### src/rtl/img_pkg.sv
// Shared definitions for the image_write receive path: FSM encodings,
// pixel-pair width, BMP byte-lane offsets and small packing helpers.
package img_pkg;

  typedef enum logic [1:0] {
    ST_IDLE  = 2'd0,
    ST_RECV  = 2'd1,
    ST_DRAIN = 2'd2,
    ST_DONE  = 2'd3
  } img_state_t;

  localparam int PAIR_W = 48;

  // BMP stores each pixel as B,G,R at ascending byte addresses.
  localparam int OFF_B0 = 0;
  localparam int OFF_G0 = 8;
  localparam int OFF_R0 = 16;
  localparam int OFF_B1 = 24;
  localparam int OFF_G1 = 32;
  localparam int OFF_R1 = 40;

  function automatic logic [PAIR_W-1:0] pack_pair(
    input logic [7:0] r0, input logic [7:0] g0, input logic [7:0] b0,
    input logic [7:0] r1, input logic [7:0] g1, input logic [7:0] b1
  );
    logic [PAIR_W-1:0] w;
    w = '0;
    w[OFF_B0 +: 8] = b0;
    w[OFF_G0 +: 8] = g0;
    w[OFF_R0 +: 8] = r0;
    w[OFF_B1 +: 8] = b1;
    w[OFF_G1 +: 8] = g1;
    w[OFF_R1 +: 8] = r1;
    return w;
  endfunction

  function automatic logic [31:0] byte_sum(input logic [PAIR_W-1:0] w);
    return 32'(w[7:0]) + 32'(w[15:8]) + 32'(w[23:16])
         + 32'(w[31:24]) + 32'(w[39:32]) + 32'(w[47:40]);
  endfunction

endpackage

### src/rtl/img_wr_fifo.sv
// Synchronous FIFO buffering {address, pixel pair} words between the
// pixel receiver and the frame-memory write port. Head entry is read
// combinationally; a push into a full FIFO is legal when a pop happens
// in the same cycle (the freed slot is the one being written).
module img_wr_fifo #(
  parameter int W     = 66,
  parameter int DEPTH = 8
) (
  input  logic         HCLK,
  input  logic         HRESETn,
  input  logic         push,
  input  logic         pop,
  input  logic [W-1:0] din,
  output logic [W-1:0] dout,
  output logic         full,
  output logic         empty
);

  localparam int AW = $clog2(DEPTH);

  logic [W-1:0] store [DEPTH];
  logic [AW:0]  wptr;
  logic [AW:0]  rptr;
  logic         do_push;
  logic         do_pop;

  assign empty   = (wptr == rptr);
  assign full    = (wptr[AW] != rptr[AW]) && (wptr[AW-1:0] == rptr[AW-1:0]);
  assign do_pop  = pop && !empty;
  assign do_push = push && (!full || do_pop);
  assign dout    = store[rptr[AW-1:0]];

  // Pointer update; extra MSB distinguishes full from empty.
  always_ff @(posedge HCLK or negedge HRESETn) begin
    if (!HRESETn) begin
      wptr <= '0;
      rptr <= '0;
    end else begin
      if (do_push) wptr <= wptr + 1'b1;
      if (do_pop)  rptr <= rptr + 1'b1;
    end
  end

  // Storage write; contents need no reset since empty gates the head.
  always_ff @(posedge HCLK) begin
    if (do_push) store[wptr[AW-1:0]] <= din;
  end

endmodule

### src/rtl/image_write.sv
// image_write: receives two RGB888 pixels per HCLK while HSYNC is high,
// tracks row/col, packs each pair into a BMP-ordered 48-bit word with a
// bottom-up address, buffers it and drains it through a valid/ready port.
// Optional build macro IMG_WRITE_CHECKSUM_EN adds frame_checksum.
//
// Write handshake: mem_valid is high whenever the FIFO holds a word;
// mem_addr/mem_wdata are the head entry and stay stable until the cycle
// in which mem_valid && mem_ready, which is when the word is consumed.
module image_write
  import img_pkg::*;
#(
  parameter int WIDTH      = 768,
  parameter int HEIGHT     = 512,
  parameter int ADDR_W     = 18,
  parameter int FIFO_DEPTH = 8
) (
  input  logic              HCLK,
  input  logic              HRESETn,
  input  logic              VSYNC,
  input  logic              HSYNC,
  input  logic [7:0]        DATA_R0,
  input  logic [7:0]        DATA_G0,
  input  logic [7:0]        DATA_B0,
  input  logic [7:0]        DATA_R1,
  input  logic [7:0]        DATA_G1,
  input  logic [7:0]        DATA_B1,
  output logic              mem_valid,
  input  logic              mem_ready,
  output logic [ADDR_W-1:0] mem_addr,
  output logic [47:0]       mem_wdata,
  output logic              write_done,
  output logic              overflow,
  output logic              line_err,
  output logic [1:0]        dbg_state
`ifdef IMG_WRITE_CHECKSUM_EN
  ,
  output logic [31:0]       frame_checksum
`endif
);

  localparam int COL_W = $clog2(WIDTH);
  localparam int ROW_W = $clog2(HEIGHT + 1);
  localparam int ENT_W = ADDR_W + PAIR_W;

  img_state_t         state, state_nxt;
  logic [ROW_W-1:0]   row, cur_row;
  logic [COL_W-1:0]   col, cur_col;
  logic               hsync_q;
  logic               fresh, vsync_hit, beat, last_col, last_beat;
  logic               line_fall, push, pop, drop, full, empty;
  logic [ADDR_W-1:0]  beat_addr;
  logic [PAIR_W-1:0]  pair;
  logic [ENT_W-1:0]   fifo_dout;

  // A beat in IDLE/DONE starts a new frame at row 0, col 0.
  assign fresh     = (state == ST_IDLE) || (state == ST_DONE);
  assign vsync_hit = VSYNC && (state != ST_DRAIN);
  assign beat      = HSYNC && !vsync_hit && (state != ST_DRAIN);
  assign cur_row   = fresh ? '0 : row;
  assign cur_col   = fresh ? '0 : col;
  assign last_col  = (cur_col == COL_W'(WIDTH - 2));
  assign last_beat = last_col && (cur_row == ROW_W'(HEIGHT - 1));
  assign line_fall = (state == ST_RECV) && hsync_q && !HSYNC && (col != '0) && !vsync_hit;

  assign pop  = mem_valid && mem_ready;
  assign push = beat && (!full || pop);
  assign drop = beat && !push;

  assign pair      = pack_pair(DATA_R0, DATA_G0, DATA_B0, DATA_R1, DATA_G1, DATA_B1);
  assign beat_addr = (ADDR_W'(HEIGHT - 1) - ADDR_W'(cur_row)) * ADDR_W'(WIDTH / 2)
                   + ADDR_W'(cur_col >> 1);

  img_wr_fifo #(.W(ENT_W), .DEPTH(FIFO_DEPTH)) u_fifo (
    .HCLK    (HCLK),
    .HRESETn (HRESETn),
    .push    (push),
    .pop     (pop),
    .din     ({beat_addr, pair}),
    .dout    (fifo_dout),
    .full    (full),
    .empty   (empty)
  );

  assign mem_valid  = !empty;
  assign mem_addr   = empty ? '0 : fifo_dout[ENT_W-1:PAIR_W];
  assign mem_wdata  = empty ? '0 : fifo_dout[PAIR_W-1:0];
  assign write_done = (state == ST_DONE);
  assign dbg_state  = state;

  // State register.
  always_ff @(posedge HCLK or negedge HRESETn) begin
    if (!HRESETn) state <= ST_IDLE;
    else          state <= state_nxt;
  end

  // Next-state: frame start, last beat, drain completion; VSYNC overrides.
  always_comb begin
    state_nxt = state;
    case (state)
      ST_IDLE, ST_DONE: if (beat) state_nxt = last_beat ? ST_DRAIN : ST_RECV;
      ST_RECV:          if (beat && last_beat) state_nxt = ST_DRAIN;
      ST_DRAIN:         if (empty) state_nxt = ST_DONE;
      default:          state_nxt = ST_IDLE;
    endcase
    if (vsync_hit) state_nxt = ST_IDLE;
  end

  // Geometry counters: advance on every beat, dropped or not.
  always_ff @(posedge HCLK or negedge HRESETn) begin
    if (!HRESETn) begin
      row     <= '0;
      col     <= '0;
      hsync_q <= 1'b0;
    end else begin
      hsync_q <= HSYNC;
      if (vsync_hit || (beat && last_beat)) begin
        row <= '0;
        col <= '0;
      end else if (beat) begin
        if (last_col) begin
          row <= cur_row + ROW_W'(1);
          col <= '0;
        end else begin
          row <= cur_row;
          col <= cur_col + COL_W'(2);
        end
      end else if (line_fall) begin
        row <= row + ROW_W'(1);
        col <= '0;
      end
    end
  end

  // Sticky error flags, cleared when a new frame starts.
  always_ff @(posedge HCLK or negedge HRESETn) begin
    if (!HRESETn) begin
      overflow <= 1'b0;
      line_err <= 1'b0;
    end else if (beat && fresh) begin
      overflow <= drop;
      line_err <= 1'b0;
    end else begin
      if (drop)      overflow <= 1'b1;
      if (line_fall) line_err <= 1'b1;
    end
  end

`ifdef IMG_WRITE_CHECKSUM_EN
  // Byte sum of accepted beats; restarts with each frame, frozen after it.
  always_ff @(posedge HCLK or negedge HRESETn) begin
    if (!HRESETn) begin
      frame_checksum <= '0;
    end else if (beat && fresh) begin
      frame_checksum <= push ? byte_sum(pair) : 32'd0;
    end else if ((state == ST_RECV) && push) begin
      frame_checksum <= frame_checksum + byte_sum(pair);
    end
  end
`endif

endmodule

### config.mk
export PLATFORM = sky130hd
export DESIGN_NAME = image_write
export DESIGN_NICKNAME = d
export VERILOG_FILES = /design/src/rtl/img_pkg.sv /design/src/rtl/img_wr_fifo.sv /design/src/rtl/image_write.sv
export SDC_FILE = /design/constraint.sdc
export NUM_CORES = 1
export LEC_CHECK = 0
export BUFFER_PORTS_ARGS = -buffer_cell sky130_fd_sc_hd__buf_2
export CORE_ASPECT_RATIO = 1.2
export CORE_MARGIN = 3
export CORE_UTILIZATION = 50
export CTS_BUF_LIST = sky130_fd_sc_hd__clkbuf_4 sky130_fd_sc_hd__clkbuf_8
export CTS_CLUSTER_SIZE = 10
export DETAILED_ROUTE_END_ITERATION = 8
export GPL_ROUTABILITY_DRIVEN = 0
export PLACE_DENSITY = 0.77
export SYNTH_ARGS = -nofsm -noshare
export SYNTH_HDL_FRONTEND = slang
export SYNTH_SLANG_ARGS = --single-unit
export TNS_END_PERCENT = 1
### constraint.sdc
create_clock -name HCLK -period 20.6 [get_ports HCLK]
set_input_delay 4.12 -clock HCLK [delete_from_list [all_inputs] [get_ports HCLK]]
set_output_delay 4.12 -clock HCLK [all_outputs]
set_load 0.05 [all_outputs]
Yosys cells after proc, flatten, opt, wreduce, memory -nomap -nowiden

Memory sizes are Yosys's and may differ from the RTL's.
Index checks and enable logic that the tools add are counted.

Add/subtract/negate cells: 7
$mul: 1
Equal/unequal tests: 12
Muxes and demuxes: 24
Reduce and logical (&&, ||, !) cells: 32

Operators by type and width:

| cell                    | number |
|---|---|
| $mux W10                | 10 |
| $mux W48                | 1 |
| $add A10 B1 Y10 const B | 2 |
| $add A18 B9 Y18         | 1 |
| $mul A18 B2 Y11 const B | 1 |
| $mux W18                | 1 |
| $logic_and A1 B1 Y1     | 16 |
| $sub A9 B10 Y11 const A | 1 |
| $add A10 B2 Y10 const B | 1 |
| $eq A10 B10 Y1 const B  | 1 |
| $eq A10 B9 Y1 const B   | 1 |
| $mux W2                 | 5 |
| $reduce_bool A10 Y1     | 1 |
| $add A4 B1 Y4 const B   | 2 |
| $mux W1                 | 6 |
| $ne A3 B3 Y1 const B    | 2 |
| $pmux W2 S3             | 1 |
| $logic_not A1 Y1        | 5 |
| $eq A2 B2 Y1 const B    | 2 |
| $eq A4 B4 Y1            | 1 |
| $logic_or A1 B1 Y1      | 4 |
| $reduce_bool A2 Y1      | 2 |
| $eq A3 B3 Y1            | 1 |
| $ne A3 B2 Y1 const B    | 1 |
| other kinds (7)         | 7 |

Flip-flop bits (word level): 33
Bits in writable memories: 528
Bits of input ports: 53
Output and inout bits: 72
Logic and storage cells: 85
Memories: 1

Memories:

| name         | depth | bits a word | read ports | clocked after memory_dff | write ports | line              | text |
|---|---|---|---|---|---|---|---|
| u_fifo.store | 8     | 66          | 1          | 0                        | 1           | img_wr_fifo.sv:21 | `logic [W-1:0] store [DEPTH];` |

Longest topological paths before layout

Word-level depth: 10
Depth in mapped cells: 14
Mapped depth without buffers: 12

Cells and area by module

Synthesis repeated with hierarchy kept, for this count alone.

Cell total of the unflattened synthesis: 1191
Area, all modules: 23621.4 um^2

By module, submodules not included:

| module      | instances | cells an instance | area an instance (um^2) | seq. area each (um^2) |
|---|---|---|---|---|
| img_wr_fifo | 1         | 820               | 20668.6                 | 16055.4 |
| image_write | 1         | 371               | 2952.8                  | 625.6 |

Least setup slack after synthesis

Ideal clock, no wire load.

Kind: in2reg
Start: in VSYNC
End: mem u_fifo.store[1][0] (enable)
Setup time: 0.571 ns
Data arrival time: 9.318 ns
Data required time: 20.029 ns
Path slack: 10.711 ns
Stages: 5
Buffers on the path: 0
Path through: nor2_1 -> nand2_1 -> a21oi_1 -> nand2_1 -> nor3_1

Longest elaborated chain between the ends: 8

Ends and longest elaborated chain:

| item                             | line              | text |
|---|---|---|
| from (decl)                      | image_write.sv:19 | `input logic VSYNC,` |
| $logic_and A1 B1 Y1              | image_write.sv:57 | `assign vsync_hit = VSYNC && (state != ST_DRAIN);` |
| $logic_not A1 Y1                 | image_write.sv:58 | `assign beat = HSYNC && !vsync_hit && (state != ST_DRAIN);` |
| $logic_and A1 B1 Y1 (2 in a row) | image_write.sv:58 |  |
| $logic_and A1 B1 Y1              | image_write.sv:66 | `assign push = beat && (!full \|\| pop);` |
| $logic_and A1 B1 Y1              | img_wr_fifo.sv:30 | `assign do_push = push && (!full \|\| do_pop);` |
| $mux W1                          | img_wr_fifo.sv:46 | `if (do_push) store[wptr[AW-1:0]] <= din;` |
| $mux W1 (implied by the code)    | img_wr_fifo.sv:46 |  |
| to (decl)                        | img_wr_fifo.sv:21 |  |

No other way between the ends.

Worst setup path in the final report

Start: reg u_fifo.rptr[0]
End: out mem_addr[4]

Longest elaborated chain between the ends: 2
Elaborated cells on any way between the ends: 3
Classes of those cells: eq/ne: 1; mux: 1; memory: 1

Ends and longest elaborated chain:

| item                                           | line              | text |
|---|---|---|
| from (decl)                                    | img_wr_fifo.sv:23 | `logic [AW:0] rptr;` |
| from (signal assigned)                         | img_wr_fifo.sv:40 | `if (do_pop) rptr <= rptr + 1'b1;` |
| $mem_v2 Z8 W66 or $eq A4 B4 Y1 (tied branches) | n/a               |  |
| $mux W18 *                                     | image_write.sv:85 | `assign mem_addr = empty ? '0 : fifo_dout[ENT_W-1:PAIR_W];` |
| to (decl)                                      | image_write.sv:29 | `output logic [ADDR_W-1:0] mem_addr,` |

Mark *: on every way between the ends. The rest lies on a longest branch, timed or not.

==> reports/metrics.cfg <==
[run_status]
status=finished clean

[synthesis]
synth_top_area_share=0.691
synth_nets=1282
ys_ff_latch=561
yosys.area_share.adder=0.0118
synth-edff-count=528
synth_top_family_by_area=multiplexers
syn-cell-area_um2=23000
synth-simple-area-share=0.0471
syn_inst=1208
ys_seq_area_frac=0.727
synth_compound_area_frac=0.0260
synth.avg_cell_area_um2=19.0
yosys.cell_types.count=62
ys.warnings.count=0
synth-xor-area-share=0.0126
synth.area.top_cells=edfxtp_1, mux4_2, dfrtp_1, mux2i_1, nor2_1
synthFlopType=edfxtp_1
async_reset_ff_frac=0.0588
synth_mux_area_frac=0.160
post-synth-top-area-cell=edfxtp_1

[grt]
grt_pass1_vias=12400
grt_max_degree=78
grtUsageTotal=0.194
grt-ovfl-total=0
antenna_found_initial=5
grt_pass1_wl_um=72000

[cells_and_area]
stdcell_count=2044
area_delta_synth_final_pct=12.5
drive_above_1_share=0.296
nNetsFinal=1443
postLayoutCellArea_um2=25800
fillers=3401
final_core_util=0.573

[worst_hold_path]
hold_end=u_fifo.wptr[3]
min_path_cells=1
hp-start=u_fifo.wptr[3]
min_path_type=reg2reg

[die]
num_io_pins=125
die_x_um=202
die_y_um=241
start_util=0.509
core_area_um2=45100
die_area_um2=48500
rows=85

[critical_path]
required_ns=16.48
r2r-start=dbg_state[0]
r2r_slack_ns=16.10
worst-path-max-fanout=49
cpMostUsedCell=buf_4
path_class=reg2out
worstPathCellList=buf_4 -> buf_4 -> mux4_2 -> mux2i_1 -> nor2_1 -> buf_2
cp-start-kind=flop
timing.rr.end=u_fifo.store[6][62]
max_stage_delay_ns=1.00
r2r_cells=13
end_kind=output port
crit_slowest_cell=dfrtp_4
arrival_ns=4.73

[clocking]
cts_buffer_depth=3
cts_tree=done
cts_max_level=3
ctsHoldBuffers=0
cts_resized=0
numCtsBuffers=82
worstSkewPairLatency_ns=0.64
clk_pin_slew_ns=0.06
cts_setup_buffers=0
cts_root_buf=clkbuf_8
clkSinkCount=561

[power]
ir_drop_v=0.0000874
power.leakage_nw=8.79
power_density_nw_per_um2=147

[timing]
hold_viol_final=0
worst_slew_pin_slew_ns=1.16
finalClockSkew_ns=0.0273
fin_setup_tns_ns=0
drv_slew=0
rsz0062_at_grt=false
setup_viol=0
period_share=0.429
max_slew_margin=0.225
fmax_ghz=0.113
fin_crit_ns=8.85

[run]
maxCapViolCount=0

[drt]
drt_wl_total_um=46300
wire_per_inst_um=22.7
vias=11700
dr.pass1.iters=7
drc=0
first_iter_violations=963
drt.antenna.violating_nets=0
vias_per_cell=5.75

[placement]
post-place-cells=1894
hpwl_um=26100
dpl_cell_area_um2=24300
port-buffer-count=124

==> metrics by stage <==
step / setup slack, ns / power, mW / hold WS, ns
after floorplan: 10.71 / 2.63 / 0.462
after global placement: 12.23 / 2.98 / 0.476
after detailed placement: 12.20 / 3.00 / 0.478
after CTS: 11.50 / 3.86 / 0.489
after global routing: 11.27 / 3.99 / 0.522
final: 11.75 / 3.80 / 0.491
==> how the worst max path moves through the flow <==
stage,from,endpoint,cells after the start
6_report,u_fifo.rptr[0],mem_addr[4],6
5_1_grt,u_fifo.rptr[0],mem_addr[4],6
4_1_cts,u_fifo.rptr[0],mem_addr[4],6
3_5_place_dp,u_fifo.rptr[0],mem_addr[4],6
3_3_place_gp,u_fifo.rptr[0],mem_addr[4],6
2_1_floorplan,VSYNC,u_fifo.store[1][0],5
==> worst max-delay path: cells and delay by family, from the launching register on <==
kind	cells	cell delay, ns
flip-flops	1	1.00
AND/OR/NAND/NOR	1	0.08
buffers and inverters	3	1.93
multiplexers	2	1.06
==> cell usage in the layout, fill, tap and decap left out, types with 4 or more instances in the layout <==
| cell | netlist | layout |
|---|---|---|
| nor3_1 | 11 | 9 |
| nand4_1 | 5 | 5 |
| o21ai_0 | 20 | 20 |
| nor4_1 | 5 | 5 |
| a22o_1 | 6 | 6 |
| nor2b_1 | 13 | 13 |
| nand2_1 | 33 | 33 |
| buf_2 | 10 | 124 |
| and2_1 | 6 | 5 |
| xnor2_1 | 20 | 20 |
| xor2_1 | 13 | 13 |
| a211oi_1 | 4 | 4 |
| a32o_1 | 4 | 4 |
| edfxtp_1 | 528 | 528 |
| and3_1 | 5 | 5 |
| clkinv_1 | 0 | 23 |
| nand3_1 | 11 | 11 |
| ha_1 | 20 | 20 |
| a21o_1 | 4 | 4 |
| or2_2 | 5 | 5 |
| a31oi_1 | 4 | 4 |
| buf_4 | 1 | 17 |
| mux4_2 | 132 | 132 |
| mux2i_1 | 68 | 68 |
| clkbuf_4 | 0 | 19 |
| nor2_1 | 99 | 93 |
| nand2b_1 | 6 | 6 |
| dfrtp_1 | 33 | 30 |
| a21oi_1 | 20 | 20 |
| clkbuf_8 | 1 | 86 |
| nor2_4 | 0 | 6 |
| clkinv_2 | 0 | 13 |
| inv_1 | 21 | 21 |
==> metal layers <==
layer,up-vias,wire length [µm],GRT usage
met1,6092,18600,0.251
met2,352,24000,0.333
li1,5201,-,-
met4,6,1140,0.0675
met3,92,2570,0.0364
met5,-,30,0
==> cells in the mapped netlist, types with 3 or more instances <==
| master | number |
|---|---|
| edfxtp_1 | 528 |
| mux4_2 | 132 |
| nor2_1 | 99 |
| mux2i_1 | 68 |
| clkbuf_1 | 40 |
| dfrtp_1 | 33 |
| nand2_1 | 33 |
| inv_1 | 21 |
| a21oi_1 | 20 |
| ha_1 | 20 |
| o21ai_0 | 20 |
| xnor2_1 | 20 |
| nor2b_1 | 13 |
| xor2_1 | 13 |
| nand3_1 | 11 |
| nor3_1 | 11 |
| buf_1 | 10 |
| buf_2 | 10 |
| a22o_1 | 6 |
| and2_1 | 6 |
| nand2b_1 | 6 |
| and3_1 | 5 |
| nand4_1 | 5 |
| nor4_1 | 5 |
| or2_2 | 5 |
| a211oi_1 | 4 |
| a21o_1 | 4 |
| a31oi_1 | 4 |
| a32o_1 | 4 |
| a211o_1 | 3 |
| nand3b_1 | 3 |
| nor3b_1 | 3 |
| o31ai_1 | 3 |
| o41ai_1 | 3 |
| or3_1 | 3 |
==> registers in the layout (all words and copies together) (netlist names) <==
name,count
col,10
dbg_state,2
hsync_q,1
line_err,1
overflow,1
row,10
u_fifo.rptr,4
u_fifo.store,528
u_fifo.wptr,4
==> cells by family after synthesis <==
group | after synthesis
AO/OA/AOI/OAI | 86
multiplexers | 202
buffers and inverters | 85
AND/OR/NAND/NOR | 220
adder cells (fa/ha/maj) | 21
XOR/XNOR | 33
flip-flops | 561
==> final cells by class <==
| class | instances | area, µm² | area share |
|---|---|---|---|
| flip-flops and latches | 561 | 16700 | 0.646 |
| well taps | 609 | 762 | 0.0295 |
| multi-input cells | 562 | 5970 | 0.231 |
| diodes | 3 | 7.51 | 0.000291 |
| clock buffers | 105 | 1330 | 0.0513 |
| clock inverters | 42 | 248 | 0.00959 |
| repair buffers | 141 | 748 | 0.0290 |
| inverters | 21 | 78.8 | 0.00305 |
==> report_power, final <==
group          switching [mW]  internal (mW)
clock network           0.400          0.448
registers               0.112           1.37
logic                   0.994          0.482
No activity file was read; power rests on OpenSTA's default activity.
